[src/rtl/primitive_fetch_arbiter_pkg.sv]
// Shared types and default sizing for the primitive fetch arbiter.
// Enum names and the unit size are the ones the SurfaceUnit side uses.
package primitive_fetch_arbiter_pkg;

    localparam int AABB_TEST_UNIT_SIZE = 4;
    localparam int PRIM_FETCH_UNIT     = AABB_TEST_UNIT_SIZE;

    localparam int PFA_NUM_REQ = 4;
    localparam int PFA_IDX_W   = 16;
    localparam int PFA_DATA_W  = 512;
    localparam int PFA_MEM_LAT = 2;

    typedef struct packed {
        logic [PFA_IDX_W-1:0] start_index;
        logic [PFA_IDX_W-1:0] end_index;
    } prim_query_t;

    typedef enum logic [1:0] {
        PFA_IDLE  = 2'd0,
        PFA_ISSUE = 2'd1,
        PFA_DRAIN = 2'd2
    } pfa_state_e;

endpackage

[src/rtl/primitive_fetch_arbiter_rr_pick.sv]
// Combinational round-robin picker: first requester with req high,
// searching upward from rr_ptr and wrapping at NUM_REQ.
module primitive_fetch_arbiter_rr_pick
    import primitive_fetch_arbiter_pkg::*;
#(
    parameter int NUM_REQ = PFA_NUM_REQ
) (
    input  logic [NUM_REQ-1:0]         req,
    input  logic [$clog2(NUM_REQ)-1:0] rr_ptr,
    output logic                       any,
    output logic [$clog2(NUM_REQ)-1:0] id
);

    localparam int ID_W = $clog2(NUM_REQ);

    logic [ID_W-1:0] cand;

    // Walk from the farthest offset down so the nearest requester wins.
    always_comb begin
        any  = 1'b0;
        id   = '0;
        cand = '0;
        for (int k = NUM_REQ - 1; k >= 0; k--) begin
            cand = ID_W'((int'(rr_ptr) + k) % NUM_REQ);
            if (req[cand]) begin
                any = 1'b1;
                id  = cand;
            end
        end
    end

endmodule

[src/rtl/primitive_fetch_arbiter.sv]
// Shares one fixed-latency primitive read port between NUM_REQ surface units,
// bursting UNIT-wide groups per granted range and tagging returns with the owner.
//
//  state     | meaning
//  ----------+--------------------------------------------------------------
//  PFA_IDLE  | pick next requester round-robin, latch range, issue first beat
//  PFA_ISSUE | one read beat per cycle until the range is covered
//  PFA_DRAIN | hold the port until all tags retire and the minimum gap elapses
module primitive_fetch_arbiter
    import primitive_fetch_arbiter_pkg::*;
#(
    parameter int NUM_REQ = PFA_NUM_REQ,
    parameter int IDX_W   = PFA_IDX_W,
    parameter int UNIT    = PRIM_FETCH_UNIT,
    parameter int DATA_W  = PFA_DATA_W,
    parameter int MEM_LAT = PFA_MEM_LAT
) (
    input  logic                       clk,
    input  logic                       reset,
    input  logic [NUM_REQ-1:0]         req,
    input  logic [NUM_REQ*IDX_W-1:0]   req_start,
    input  logic [NUM_REQ*IDX_W-1:0]   req_end,
    output logic [NUM_REQ-1:0]         grant,
    output logic [NUM_REQ-1:0]         done,
    output logic                       mem_rd,
    output logic [IDX_W-1:0]           mem_addr,
    input  logic [DATA_W-1:0]          mem_rdata,
    output logic                       rsp_valid,
    output logic [$clog2(NUM_REQ)-1:0] rsp_id,
    output logic                       rsp_last,
    output logic [DATA_W-1:0]          rsp_data
);

    localparam int ID_W  = $clog2(NUM_REQ);
    localparam int CUR_W = IDX_W + 1;
    localparam int TMR_W = $clog2(MEM_LAT + 1);
    localparam int FL_W  = $clog2(MEM_LAT + 2);

    pfa_state_e       state;
    logic [CUR_W-1:0] cur;
    logic [CUR_W-1:0] end_r;
    logic [ID_W-1:0]  id_r;
    logic [ID_W-1:0]  rr_ptr;
    logic [TMR_W-1:0] timer;
    logic [FL_W-1:0]  inflight;

    // Tag travelling with the registered strobe, then MEM_LAT shift stages;
    // the last stage lines up with mem_rdata.
    logic             rd_last;
    logic [ID_W-1:0]  rd_id;
    logic             pipe_vld  [1:MEM_LAT];
    logic             pipe_last [1:MEM_LAT];
    logic [ID_W-1:0]  pipe_id   [1:MEM_LAT];

    logic             pick_any;
    logic [ID_W-1:0]  pick_id;
    logic [CUR_W-1:0] pick_start;
    logic [CUR_W-1:0] pick_end;
    logic [CUR_W-1:0] beat_base;
    logic [CUR_W-1:0] beat_lim;
    logic [CUR_W-1:0] beat_next;
    logic [ID_W-1:0]  beat_id;
    logic             beat_ok;
    logic             beat_last;
    logic             issue;

    primitive_fetch_arbiter_rr_pick #(
        .NUM_REQ (NUM_REQ)
    ) u_rr_pick (
        .req    (req),
        .rr_ptr (rr_ptr),
        .any    (pick_any),
        .id     (pick_id)
    );

    // The first beat is issued straight out of IDLE so it lands with grant.
    always_comb begin
        pick_start = {1'b0, req_start[int'(pick_id)*IDX_W +: IDX_W]};
        pick_end   = {1'b0, req_end[int'(pick_id)*IDX_W +: IDX_W]};
        if (state == PFA_IDLE) begin
            beat_base = pick_start;
            beat_lim  = pick_end;
            beat_id   = pick_id;
        end else begin
            beat_base = cur;
            beat_lim  = end_r;
            beat_id   = id_r;
        end
        beat_next = beat_base + CUR_W'(UNIT);
        beat_ok   = beat_base < beat_lim;
        beat_last = beat_next >= beat_lim;
        issue     = beat_ok && ((state == PFA_IDLE && pick_any) || state == PFA_ISSUE);
    end

    always_ff @(posedge clk) begin
        if (reset) begin
            state     <= PFA_IDLE;
            cur       <= '0;
            end_r     <= '0;
            id_r      <= '0;
            rr_ptr    <= '0;
            timer     <= '0;
            inflight  <= '0;
            rd_last   <= 1'b0;
            rd_id     <= '0;
            for (int s = 1; s <= MEM_LAT; s++) begin
                pipe_vld[s]  <= 1'b0;
                pipe_last[s] <= 1'b0;
                pipe_id[s]   <= '0;
            end
            grant     <= '0;
            done      <= '0;
            mem_rd    <= 1'b0;
            mem_addr  <= '0;
            rsp_valid <= 1'b0;
            rsp_id    <= '0;
            rsp_last  <= 1'b0;
            rsp_data  <= '0;
        end else begin
            done   <= '0;
            mem_rd <= issue;
            if (issue) begin
                mem_addr <= beat_base[IDX_W-1:0];
                cur      <= beat_next;
                rd_id    <= beat_id;
                rd_last  <= beat_last;
            end

            pipe_vld[1]  <= mem_rd;
            pipe_last[1] <= rd_last;
            pipe_id[1]   <= rd_id;
            for (int s = 2; s <= MEM_LAT; s++) begin
                pipe_vld[s]  <= pipe_vld[s-1];
                pipe_last[s] <= pipe_last[s-1];
                pipe_id[s]   <= pipe_id[s-1];
            end
            inflight <= inflight + FL_W'(issue) - FL_W'(pipe_vld[MEM_LAT]);

            rsp_valid <= pipe_vld[MEM_LAT];
            rsp_last  <= pipe_vld[MEM_LAT] && pipe_last[MEM_LAT];
            if (pipe_vld[MEM_LAT]) begin
                rsp_id   <= pipe_id[MEM_LAT];
                rsp_data <= mem_rdata;
            end

            case (state)
                PFA_IDLE: begin
                    if (pick_any) begin
                        grant <= NUM_REQ'(1) << pick_id;
                        id_r  <= pick_id;
                        end_r <= pick_end;
                        if (!issue) begin
                            cur <= pick_start;
                        end
                        if (issue && beat_last) begin
                            state <= PFA_DRAIN;
                            timer <= TMR_W'(MEM_LAT);
                        end else begin
                            state <= PFA_ISSUE;
                        end
                    end
                end
                PFA_ISSUE: begin
                    if (!beat_ok || beat_last) begin
                        state <= PFA_DRAIN;
                        timer <= TMR_W'(MEM_LAT);
                    end
                end
                PFA_DRAIN: begin
                    // Timer enforces the gap even for an empty range.
                    if (timer != '0) begin
                        timer <= timer - 1'b1;
                    end else if (inflight == '0) begin
                        done   <= NUM_REQ'(1) << id_r;
                        grant  <= '0;
                        rr_ptr <= (id_r == ID_W'(NUM_REQ - 1)) ? '0 : id_r + 1'b1;
                        state  <= PFA_IDLE;
                    end
                end
                default: state <= PFA_IDLE;
            endcase
        end
    end

endmodule

[config.mk]
export PLATFORM = sky130hd
export DESIGN_NAME = primitive_fetch_arbiter
export DESIGN_NICKNAME = d
export VERILOG_FILES = /design/src/rtl/primitive_fetch_arbiter_pkg.sv /design/src/rtl/primitive_fetch_arbiter_rr_pick.sv /design/src/rtl/primitive_fetch_arbiter.sv
export SDC_FILE = /design/constraint.sdc
export NUM_CORES = 1
export LEC_CHECK = 0
export BUFFER_PORTS_ARGS = -buffer_cell sky130_fd_sc_hd__buf_2
export CAP_MARGIN = 30
export CORE_AREA = 2 2 464 466
export CTS_CLUSTER_SIZE = 40
export DETAILED_ROUTE_END_ITERATION = 10
export DIE_AREA = 0 0 466 468
export GPL_ROUTABILITY_DRIVEN = 0
export PLACE_DENSITY_LB_ADDON = 0.15
export RECOVER_POWER = 100
export SLEW_MARGIN = 40
export SYNTH_ARGS = -nofsm -noshare
export SYNTH_HDL_FRONTEND = slang
export SYNTH_SLANG_ARGS = --single-unit
[constraint.sdc]
create_clock -name clk -period 6.3 [get_ports clk]
set_input_delay 0.315 -clock clk [delete_from_list [all_inputs] [get_ports clk]]
set_output_delay 0.315 -clock clk [all_outputs]
set_load 0.03 [all_outputs]
* Word-level counts from Yosys, hierarchy flattened *
Memories as Yosys holds them, arrays and structs flattened. A register that Yosys moved wholly into a read port is not among the register bits.
Index checks and enable logic that the tools add are counted.

operators by class
  add/sub/neg operators = 8
  shift-type cells = 4
  bitwise gates (word level) = 9
  mux-type cells = 47
  equality and inequality tests = 9
  reductions and logical operators = 18
  magnitude comparators = 6

operators by type and width
  operator                                                     number
  indexed part select 64 x 7 -> 16 bit                         2
  2-to-1 mux 17 bit                                            5
  2-to-1 mux 2 bit                                             16
  adder 17 x 3 -> 17 bit (second input constant)               1
  greater-or-equal comparator 17 bit                           1
  less-than comparator 17 bit                                  1
  2-to-1 mux 16 bit                                            1
  2-to-1 mux 1 bit                                             15
  less-than comparator 2 x 3 -> 1 bit (second input constant)  4
  2-to-1 mux 4 bit                                             3
  case mux 2 bit (3 select lines)                              2
  binary-select mux 1 bit (select 2 bit)                       4
  inequality test 2 bit (second input constant)                4
  case mux 4 bit (2 select lines)                              1
  AND reduction 4 bit                                          2
  left shift 1 x 2 -> 4 bit (first input constant)             2
  OR 1 bit                                                     6
  AND reduction 5 bit                                          1
  adder 2 x 1 -> 2 bit (second input constant)                 2
  adder 2 bit (second input constant)                          2
  == test 2 bit (second input constant)                        2
  logical AND 1 bit                                            4
  logical NOT 2 bit                                            2
  inequality test 2 x 1 -> 1 bit (second input constant)       2
  12 further kinds                                             16

word-level totals
  bits in writable memories = 8
  memories = 3
  flip-flop bits (word level) = 585

memories
  memory     depth  bits a word  rd ports  clocked after memory_dff  wr ports  RTL line                       text
  pipe_id    2      2            2         1                         2         primitive_fetch_arbiter.sv:53  logic [ID_W-1:0] pipe_id [1:MEM_LAT];
  pipe_last  2      1            2         0                         2         primitive_fetch_arbiter.sv:52  logic pipe_last [1:MEM_LAT];
  pipe_vld   2      1            2         0                         2         primitive_fetch_arbiter.sv:51  logic pipe_vld [1:MEM_LAT];

* Logic depth before layout (Yosys ltp) *
Gate-level depths: netlist (run 1).

  word-level depth = 15
  mapped depth = 27
  depth with buffers taken out = 23

* Cells and area by module *
A second synthesis (run 1) with hierarchy kept.

unflattened totals
  cells, all modules = 2244
  area total of the unflattened synthesis = 23144.7 um2

by module, submodules not included
  module                           times used  cells each  area each (um2)  sequential area each (um2)
  primitive_fetch_arbiter          1           2231        23067.1          11911.4
  primitive_fetch_arbiter_rr_pick  1           13          77.6             0.0

* Worst setup path after synthesis (run 1) *
OpenSTA, ideal clock, no wires.

  path kind = reg-to-reg
  start = register state[1]
  end = register inflight[1]
  slack = 1321 ps
  arrival = 4851 ps
  setup time = 128 ps
  buffers on the path = 7
  period minus slack after synthesis = 4979 ps
  cell stages (with the launch flop) = 26
  required time = 6172 ps
  cells stage by stage = dfxtp_1 -> clkbuf_1 -> or2_2 -> clkbuf_1 -> clkbuf_1 -> clkbuf_1 -> buf_1 -> clkbuf_1 -> nor2_1 -> a21oi_1 -> ha_1 -> a21o_1 -> a21o_1 -> a21oi_1 -> o21ai_0 -> o2111ai_1 -> nand2_1 -> nor3_1 -> inv_1 -> clkbuf_1 -> ha_1 -> inv_1 -> ha_1 -> xor2_1 -> xnor2_1 -> nor2_1

on the way
  word-level cells in the longest chain between the ends = 6

RTL lines
  what                                                             RTL line                                                      text
  start, declared                                                  primitive_fetch_arbiter.sv:39                                 pfa_state_e state;
  start signal, assigned                                           primitive_fetch_arbiter.sv:97                                 state <= PFA_IDLE;
  start signal, assigned                                           primitive_fetch_arbiter.sv:156                                state <= PFA_DRAIN;
  start signal, assigned                                           primitive_fetch_arbiter.sv:159                                state <= PFA_ISSUE;
  logical NOT 2 bit                                                primitive_fetch_arbiter.sv:80, primitive_fetch_arbiter.sv:92
  2-to-1 mux 17 bit, or another cell as far along                  primitive_fetch_arbiter.sv:80                                 if (state == PFA_IDLE) begin
  less-than comparator 17 bit or logical OR 1 bit (tied branches)  primitive_fetch_arbiter.sv:90, primitive_fetch_arbiter.sv:92
  logical AND 1 bit *                                              primitive_fetch_arbiter.sv:92                                 issue = beat_ok && ((state == PFA_IDLE && pick_any) || state == PFA_ISSUE);
  adder 2 x 1 -> 2 bit *                                           primitive_fetch_arbiter.sv:137                                inflight <= inflight + FL_W'(issue) - FL_W'(pipe_vld[MEM_LAT]);
  subtractor 2 x 1 -> 2 bit *                                      primitive_fetch_arbiter.sv:137
  end signal, assigned                                             primitive_fetch_arbiter.sv:137
  end, declared                                                    primitive_fetch_arbiter.sv:45                                 logic [FL_W-1:0] inflight;

Every way passes the cells marked *; elsewhere a longest branch is shown, timed or not.
A chain may end at the register's enable or synchronous reset.

* Worst setup path in the final report (run 1) *
  start = input reset
  end = register rsp_data[468]

RTL lines
  what                  RTL line                        text
  start, declared       primitive_fetch_arbiter.sv:19   input logic reset,
  end signal, assigned  primitive_fetch_arbiter.sv:143  rsp_data <= mem_rdata;
  end, declared         primitive_fetch_arbiter.sv:31   output logic [DATA_W-1:0] rsp_data

No word-level cell between the ends.

==> results of run 1 <==
[worst min-delay path by stage]
stage                       from           to  slack, ps  cells after the start
floorplan           pipe_last[2]     rsp_last        410                      1
global placement     pipe_vld[1]  pipe_vld[2]        430                      1
detailed placement   pipe_vld[1]  pipe_vld[2]        440                      1
CTS                  req_end[43]    end_r[11]          6                      7
global route         req_end[27]    end_r[11]         90                      7
finish               req_end[43]    end_r[11]        100                      7
[layout make-up]
type / count / area share (%)
Multi-Input combinational cell: 1646 / 26.6
Antenna cell: 16 / 0.0993
Clock inverter: 37 / 1.30
Sequential cell: 595 / 29.5
Clock buffer: 119 / 6.20
Tap cell: 2838 / 8.80
Inverter: 20 / 0.186
Timing Repair Buffer: 1755 / 27.3
[critical path, delay by kind of cell]
| family | cells | cell delay, ps |
|---|---|---|
| buf+inv | 3 | 5210 |
| simple gates | 1 | 130 |
[what timing repair did]
item | 4_1_cts | 5_1_grt
setup endpoints to repair | 0 | 0
endpoints found under the hold margin | 522 | 0
hold buffers | 540 | 0
[sequential cells by signal, summed over array words and instances (netlist names)]
register / count
inflight: 2
cur: 17
end_r: 16
mem_rd: 1
pipe_vld: 2
rsp_data: 512
rsp_valid: 1
mem_addr: 16
id_r: 2
rd_last: 1
state: 2
timer: 2
rr_ptr: 2
pipe_last: 2
rd_id: 2
rsp_last: 1
pipe_id: 4
grant: 4
done: 4
rsp_id: 2
[cells by family (layout without fill, tap and decap cells)]
kind of cell,Yosys count,after routing,share of synthesized area (%)
buf+inv,181,1931,3.04
flops,595,595,51.1
xor+xnor,15,15,0.563
fa+ha+maj,35,35,1.88
compound gates,152,152,4.33
simple gates,898,898,15.7
other cells,0,16,0
mux,546,546,23.5
[power by group through the flow]
stage	registers, W	logic [W]	clock network [W]
CTS	0.00433	0.00431	0.00546
global route	0.00438	0.00459	0.00559
global placement	0.00442	0.00398	0
floorplan	0.00482	0.00206	0
detailed placement	0.00441	0.00399	0
finish	0.00434	0.00417	0.00520
[synth_stat cells (all sizes together) (2+ instances only)]
master	number	area (µm²)
ha	35	438
dfxtp	595	11900
nor4	5	31.3
nor2	642	2420
a2bb2oi	2	17.5
nor3	25	140
mux2	9	101
nor2b	14	95.1
a222oi	2	20.0
a31oi	7	43.8
xor2	2	17.5
a311oi	4	41.3
nand2	131	494
a221oi	6	52.6
a211oi	11	87.6
and3	2	12.5
o211ai	6	45.0
or3	2	12.5
nand2b	4	25.0
clkbuf	102	383
mux2i	537	5380
a32oi	3	26.3
a21oi	56	280
a21o	6	45.0
and2	5	31.3
buf	59	251
nand3	45	230
xnor2	13	114
or2	4	25.0
o21ai	28	144
nand4	13	87.6
inv	20	75.1
o21a	6	45.0
a211o	3	26.3
o32ai	2	43.8
o31ai	2	20.0
[through the flow]
stage | total power, W | hold WS [ps] | std cells | area [µm²] | util [%]
after floorplan | 0.00688 | 406 | 2422 | 23300 | -
after global placement | 0.00840 | 430 | 6309 | 32500 | 15.2
after detailed placement | 0.00840 | 436 | 6311 | 32500 | 15.3
after CTS | 0.0141 | 5.50 | 7007 | 41000 | 19.2
after global routing | 0.0146 | 94.2 | 7021 | 40300 | 18.9
final | 0.0137 | 99.5 | 7026 | 40300 | 18.9
[metal layers]
layer | vias up | routed length [µm] | GRT usage, % | part of all wire [%]
li1 | 11600 | - | - | -
met1 | 11000 | 59400 | 14.9 | 42
met2 | 966 | 62600 | 19.0 | 44
met3 | 181 | 15900 | 6.03 | 11
met4 | 16 | 3640 | 4.11 | 2.6
met5 | - | 103 | 0 | 0.073
==> metrics, run 1 <==
sw frac=a little under two fifths; CP startpoint kind=primary input; Worst Tran Pin Value=3380 ps; Via density=3.38; Critical Path Source=reset; DRC viols=0; Reg clk slew, reported paths=around 60 ps; Max-slew headroom=-126%; Final WS setup=around 900 ps; core area=about 210000 µm²; Iter 0 DRT Violations=roughly 1200; minimum clock period=5400 ps; critical path arrival=around 5900 ps; Psw=slightly above 0.005 W; Cells after Synth=2422; Die H=~470 µm; nets=about 4800; max_cap viols=5; later-pin clock latency in the skew report=roughly 740 ps; commonest non-fill, non-tap cells in the layout=buf_2, nor2_1, dfxtp_1; most common cell after layout, fill and taps aside=buf_2; CTS max path bufs=3; Initial DRT Pass Iterations=6; dpl ws=approximately 870 ps; CTS Buf Count=87; area delta synth->final=72.9%; Hold Path Class=in -> reg; worst path cell trace=dlygate4sd3_1 -> clkbuf_1 -> clkbuf_2 -> nor2_1; fmax=185 MHz; routed wire length=142 mm; Final Hold Violating Endpoints=0; slowest CP cell=clkbuf_1; die area=218000 µm²; status=complete, but fails checks; ys async rst share=0%; first-pass GRT wire length=190 mm; final setup skew=~46 ps; share of layout cells above drive strength 1=between 20% and 30%; critical path fanouts, max=between 100 and 150; R2R cell count=20; PwrDens=~340 nW/µm²; crit path kind=in -> reg; Peak VDD IR=277 µV; pin count of the biggest net entering global routing=about 160; area used by multi-input combinational logic=approximately 11000 µm²; synthesis warning total=0; vias in the first global route=about 24000; post-route ant nets=0; Comb power frac=30.4%; CP Capture Point=rsp_data[468]; DIE WIDTH=about 470 µm; HPWL after DPL=around 110 mm; Boundary Pins=1187; Post-synth EDFFs=0; antenna violations before repair=42; syn_nets=approximately 3100; Leak=between 15 and 20 nW; Initial Utilization=between 10% and 20%; r2r endpoint=rd_id[0]; Syn Area/Cell=slightly below 10 µm²; Wirelength per Cell=~20 µm; Power Internal=0.00865 W; Post-CTS Resized=0; Setup-failing EPs final=0; number of synthesized register bits=~600; Port Buf Inserts=~1200; Cell variety after synth=between 60 and 70; Slew Limit Fails=approximately 430; Seq pwr share=between 30% and 40%; Root Driver=clkbuf_16; total grt overflow=0; FF/Latch Area=about 12000 µm²; setup TNS=0 ps; Core Rows=170; Crit. End Element=flip-flop; setup bufs post-CTS=0; Fill cells=24300; Seq/Total Area, Yosys=between 50% and 60%; total global-route track usage=around an eighth; R2R Path Start=rr_ptr[1]; Clk network pwr share=between 30% and 40%; Via Count=between 20000 and 25000; H-tree depth=3; TritonCTS clock tree=done; RSZ-0062 raised after global routing=false; r2r setup slk=roughly 940 ps; CP required=6790 ps; crit-path max cell delay=between 2000 and 2500 ps; Cell Area, Synth=around 23000 µm²; Most used DFF post-synth=dfxtp_1; fin crit share=a little under nine tenths; Sink Count=between 500 and 600; failing checks=max-capacitance violations, max-slew violations
Power figures use the tool's default switching activity.
==> run 2: changes to the inputs <==
--- a/config.mk
+++ b/config.mk
@@ -7,14 +7,15 @@
 export LEC_CHECK = 0
 export BUFFER_PORTS_ARGS = -buffer_cell sky130_fd_sc_hd__buf_2
 export CAP_MARGIN = 30
-export CORE_AREA = 2 2 464 466
+export CORE_AREA = 2 2 463 465
 export CTS_CLUSTER_SIZE = 40
 export DETAILED_ROUTE_END_ITERATION = 10
-export DIE_AREA = 0 0 466 468
+export DIE_AREA = 0 0 465 467
 export GPL_ROUTABILITY_DRIVEN = 0
 export PLACE_DENSITY_LB_ADDON = 0.15
 export RECOVER_POWER = 100
 export SLEW_MARGIN = 40
 export SYNTH_ARGS = -nofsm -noshare
 export SYNTH_HDL_FRONTEND = slang
+export SYNTH_HIERARCHICAL = 1
 export SYNTH_SLANG_ARGS = --single-unit
==> run 2 against run 1 <==
The flow still finishes with violations (max-capacitance violations, max-slew violations). Setup slack worse by 35 ps. Synthesized cell count down 7.3%. Sequential cell count unchanged. Sequential share of layout area up 0.54 points.
==> metrics, run 2 <==
core area=roughly 210000 µm²; main area contributors after synthesis=dfxtp_1, mux2i_1, nor2_1; setup bufs post-CTS=0; cell mode on critical path=inv_1; Iter 0 DRT Violations=between 700 and 800; most frequent cell after synthesis=dfxtp_1; vias in the first global route=approximately 23000; number of synthesized register bits=595; RSZ-0062 raised after global routing=false; CTS Buf Count=85; Final Hold Violating Endpoints=0; Seq/Total Area, Yosys=51.5%; nets=between 4000 and 5000; Hold Path Class=in -> reg; DIE WIDTH=465 µm; max_cap viols=1; most common cell after layout, fill and taps aside=buf_2; Peak VDD IR=roughly 220 µV; CTS max path bufs=3; total grt overflow=0; fin crit share=between 80% and 90%; Via Count=about 22000; Max-slew headroom=-266%; pin count of the biggest net entering global routing=122; Sink Count=595; final setup skew=53.4 ps; first-pass GRT wire length=about 180 mm; Crit. End Element=flip-flop; commonest non-fill, non-tap cells in the layout=buf_2, dfxtp_1, nor2_1; DRC viols=0; Initial Utilization=between 10% and 20%; post-route ant nets=0; Die H=467 µm; CP startpoint kind=flip-flop; Boundary Pins=roughly 1200; dpl ws=about 1100 ps; Post-synth top cells=dfxtp_1, nor2_1, mux2i_1; Cells after Synth=between 2000 and 2500; Core Rows=roughly 170; total global-route track usage=between 10% and 20%; Wirelength per Cell=between 20 and 25 µm; routed wire length=between 100 and 150 mm; Cell Area, Synth=23100 µm²; Post-synth EDFFs=0; synthesis warning total=6; crit path kind=reg -> reg; ys async rst share=0%; Port Buf Inserts=between 1000 and 1500; Final WS setup=around 860 ps; area delta synth->final=71.2%; Initial DRT Pass Iterations=6; status=complete, but fails checks; Biggest register=rsp_data; syn_nets=approximately 3000; later-pin clock latency in the skew report=approximately 700 ps; critical path arrival=approximately 6000 ps; antenna violations before repair=21; Leak=14.9 nW; Post-CTS Resized=0; Reg clk slew, reported paths=around 60 ps; Worst Tran Pin Value=about 5500 ps; post-synth top area cell=dfxtp_1; PwrDens=roughly 330 nW/µm²; Top Registers=rsp_data: 512 flops, cur: 17 flops; Most used DFF post-synth=dfxtp_1; share of the synthesized area in the top cell type=51.5%; Cell variety after synth=64; HPWL after DPL=between 100 and 150 mm; setup TNS=0 ps; slowest CP cell=a211oi_1; failing checks=max-capacitance violations, max-slew violations; crit-path max cell delay=~960 ps; Slew Limit Fails=96; critical path fanouts, max=39; die area=~220000 µm²; Root Driver=clkbuf_16; fmax=about 180 MHz; H-tree depth=3; CP required=slightly below 7000 ps; Setup-failing EPs final=0; worst path cell trace=mux2i_1 -> a211oi_4 -> buf_12 -> mux4_2 -> mux2i_2 -> inv_1 -> ha_1 -> nand2_1 -> nor3_1 -> o31ai_1 -> a211oi_1 -> nor2_8 -> inv_1 -> clkbuf_2 -> nor2_1 -> a311oi_2; Syn Area/Cell=~10 µm²; max reg flops=512; TritonCTS clock tree=done; Via density=around 3.3; share of layout cells above drive strength 1=between 20% and 30%; minimum clock period=roughly 5400 ps
## run 2: layer usage
metal | vias up | track usage [%] | part of all wire, %
met2 | 890 | 20.7 | 49
li1 | 11000 | - | -
met1 | 10300 | 13.5 | 40
met5 | - | 0 | 0.031
met4 | 8 | 3.66 | 2.2
met3 | 149 | 4.53 | 8.7
## run 2: per-stage QoR
step / hold WS, ps / instances / util, % / total power, W / area (µm²)
6_report: 115 / 6796 / 18.7 / 0.0132 / 39600
5_1_grt: 84.3 / 6792 / 18.7 / 0.0141 / 39600
4_1_cts: 15.5 / 6786 / 19.0 / 0.0137 / 40300
3_5_place_dp: 430 / 6127 / 15.3 / 0.00830 / 32400
3_3_place_gp: 420 / 6126 / 15.3 / 0.00830 / 32300
2_1_floorplan: 406 / 2244 / - / 0.00692 / 23100
## run 2: report_power, final
group	total [W]	internal (W)	switching, W
Sequential	0.00437	0.00412	0.000258
Clock	0.00492	0.00290	0.00202
Combinational	0.00392	0.00146	0.00246
Total	0.0132	0.00848	0.00474
## run 2: layout make-up
| class | instances | area (µm²) |
|---|---|---|
| diodes | 10 | 25.0 |
| clock buffers | 123 | 2440 |
| clock inverters | 24 | 370 |
| fillers | 23900 | 172000 |
| inverters | 15 | 56.3 |
| multi-input cells | 1480 | 10600 |
| flip-flops and latches | 595 | 11900 |
| well taps | 2821 | 3530 |
| repair buffers | 1728 | 10700 |
## run 2: worst max-delay path, delay by kind of cell, from the launching register on
kind                       cells  cell delay (ps)
and+or+nand+nor                4              410
adders and majority gates      1              300
buffers and inverters          4             1280
muxes                          3             1170
AOI/OAI and AO/OA              4             1700
DFF                            1              420
## run 2: kinds of logic after synthesis
logic type      Yosys count  share of synthesized area (%)
compound gates          103                           3.35
xor+xnor                 12                          0.584
fa+ha+maj                35                           1.89
buf+inv                 169                           2.95
flops                   595                           51.5
mux                     572                           26.6
simple gates            758                           13.1
## run 2: final timing paths
check / end / startpoint / cells after the start / slack [ps]
worst min-delay path: end_r[7] / req_end[55] / 4 / 120
worst min register to register: pipe_vld[2] / pipe_vld[1] / 1 / 440
worst max register to register: cur[13] / rr_ptr[1] / 16 / 860
worst max-delay path: cur[13] / rr_ptr[1] / 16 / 860
## run 2: timing repair
action / in CTS / in global routing
hold endpoints to repair: 512 / 0
endpoints found under the setup margin: 0 / 0
hold buffers: 512 / 0
==> run 3: changes to the inputs <==
--- a/config.mk
+++ b/config.mk
@@ -12,7 +12,6 @@
 export DETAILED_ROUTE_END_ITERATION = 10
 export DIE_AREA = 0 0 465 467
 export GPL_ROUTABILITY_DRIVEN = 0
-export PLACE_DENSITY_LB_ADDON = 0.15
 export RECOVER_POWER = 100
 export SLEW_MARGIN = 40
 export SYNTH_ARGS = -nofsm -noshare
==> run 3 against run 2 <==
The flow still finishes with violations (max-capacitance violations, max-slew violations). Utilization increased by 0.059 points. Sequential share of layout area down 0.094 points. Sequential power hardly changed. Via count increased by 7.2%. Routed wire length increased by 28%. Worst hold slack got worse by 14 ps. Global-route usage up 3.3 points. Critical path depth up 4. First-iteration DRC count grew 57%. Final cell count increased by 0.68%. Critical path type unchanged. Largest cell class unchanged.
==> metrics, run 3 (synthesized netlist as in run 2, its figures left out) <==
status=complete, but fails checks; failing checks=max-capacitance violations, max-slew violations; hold path endpoint=end_r[15]; WP buf/inv=4; Leak=between 10 and 15 nW; Biggest register=rsp_data; Top Metal Used=met4; final setup skew=roughly 40 ps; Iter 0 DRT Violations=approximately 1200; later-pin clock latency in the skew report=720 ps; CTS Buf Count=~80; r2r setup slk=about 730 ps; Crit. End Element=flip-flop; HPWL after DPL=approximately 140 mm; Top Registers=rsp_data: 512 flops, cur: 17 flops; Via density=about 3.5; Wirelength per Cell=25.3 µm; Peak VDD IR=approximately 230 µV; R2R Path Start=rr_ptr[1]; critical path fanouts, max=38; Worst Tran Pin Value=around 3000 ps; H-tree depth=3; crit-path max cell delay=940 ps; slowest CP cell=a211oi_1; DIE WIDTH=465 µm; Die H=about 470 µm; total global-route track usage=between 10% and 20%; Initial Utilization=10.9%; vias in the first global route=around 24000; Initial DRT Pass Iterations=5; CTS max path bufs=3; Via Count=about 24000; setup TNS=0 ps; minimum clock period=approximately 5600 ps; Sink Count=595; DR WL met2=between 70 and 80 mm; Post-CTS Resized=0; Worst path depth=20; Boundary Pins=between 1000 and 1500; Hold Path Class=in -> reg; routed wire length=173 mm; Max-slew headroom=-103%; nets=4573; antenna violations before repair=between 100 and 150; HP Start=req_end[63]; critical path arrival=between 6000 and 7000 ps; die area=about 220000 µm²; Core Rows=169; Metal-1 WL=around 57 mm; RSZ-0062 raised after global routing=false; Root Driver=clkbuf_16; first-pass GRT wire length=approximately 220 mm; total grt overflow=0; R2R cell count=20; r2r endpoint=inflight[1]; Slew Limit Fails=between 300 and 400; TritonCTS clock tree=done; share of layout cells above drive strength 1=between 20 and 25%; DRC viols=0; Critical Path Source=rr_ptr[1]; Setup-failing EPs final=0; delay-heaviest family, CP=compound AO/OA/AOI/OAI gates; core area=~210000 µm²; CP startpoint kind=flip-flop; Final Hold Violating Endpoints=0; CP required=slightly below 7000 ps; Port Buf Inserts=about 1200; met3 WL post-DR=around 29 mm; cts hold-fix bufs=around 510; post-route ant nets=0; Design Power=0.0134 W; commonest non-fill, non-tap cells in the layout=buf_2, dfxtp_1, nor2_1; max_cap viols=4; fin crit share=about nine tenths; crit path kind=reg -> reg; Reg clk slew, reported paths=about 60 ps; most common cell after layout, fill and taps aside=buf_2; PwrDens=between 300 and 400 nW/µm²; setup bufs post-CTS=0; pin count of the biggest net entering global routing=about 160; worst path cell trace=nand2b_1 -> a21oi_1 -> a211oi_1 -> buf_12 -> mux4_2 -> mux2i_1 -> inv_1 -> ha_1 -> nand2_1 -> nor3_1 -> o31ai_1 -> a211oi_1 -> nor2_8 -> inv_1 -> ha_1 -> inv_1 -> ha_1 -> xor2_1 -> xnor2_1 -> nor2_1; max reg flops=just over 500; Worst Hold Depth=4; area delta synth->final=71.7%; fmax=roughly 180 MHz
-- run 3: changes by cell type in the layout (fill, tap and decap cells not counted), sizes merged --
cell | previous run | this run
buf | 668 | 663
bufinv | 5 | 9
clkbuf | 671 | 657
clkinv | 16 | 12
clkinvlp | 2 | 7
diode | 10 | 64
dlygate4sd3 | 512 | 513
dlymetal6s4s | 0 | 1
inv | 16 | 20
-- run 3: worst register-to-register path: stages (launching register included) --
cell      delay, ps
dfxtp_1         430
nand2b_1        140
a21oi_1          70
a211oi_1        390
buf_12          310
mux4_2          680
mux2i_1         380
inv_1           130
ha_1            300
nand2_1          60
nor3_1          190
o31ai_1         100
a211oi_1        940
nor2_8          270
inv_1           160
ha_1            240
inv_1            60
ha_1            150
xor2_1          170
xnor2_1         130
nor2_1           50
-- run 3: report_power, final --
part | switching (W) | internal (W)
registers | 0.000254 | 0.00412
logic | 0.00260 | 0.00147
clock network | 0.00200 | 0.00297
-- run 3: area by class of cell --
| cell class | count | area, µm² |
|---|---|---|
| inverters | 15 | 56.3 |
| repair buffers | 1721 | 10700 |
| clock inverters | 33 | 503 |
| multi-input cells | 1480 | 10500 |
| clock buffers | 113 | 2330 |
| diodes | 64 | 160 |
| flip-flops and latches | 595 | 11900 |
| well taps | 2821 | 3530 |
| fillers | 23700 | 172000 |
-- run 3: through the flow --
| step | cell area, µm² | instances | hold slack, ps | utilization, % | setup slack [ps] |
|---|---|---|---|---|---|
| finish | 39700 | 6842 | 102 | 18.8 | 732 |
| global route | 39700 | 6835 | 100 | 18.8 | 277 |
| CTS | 40300 | 6775 | 13.6 | 19.0 | 1040 |
| detailed placement | 32300 | 6117 | 428 | 15.3 | 1040 |
| global placement | 32200 | 6115 | 424 | 15.2 | 1060 |
| floorplan | 23100 | 2244 | 406 | - | 1370 |
-- run 3: worst max path at each step --
stage	to	slack [ps]
2_1_floorplan	inflight[1]	1370
3_3_place_gp	inflight[1]	1060
3_5_place_dp	inflight[1]	1040
4_1_cts	inflight[1]	1040
5_1_grt	inflight[1]	280
6_report	inflight[1]	730
-- run 3: layer usage --
| layer | GRT usage (%) | up-vias |
|---|---|---|
| li1 | - | 11000 |
| met1 | 14.3 | 11200 |
| met2 | 24.5 | 1330 |
| met3 | 10.8 | 411 |
| met4 | 8.23 | 0 |
| met5 | 0 | - |
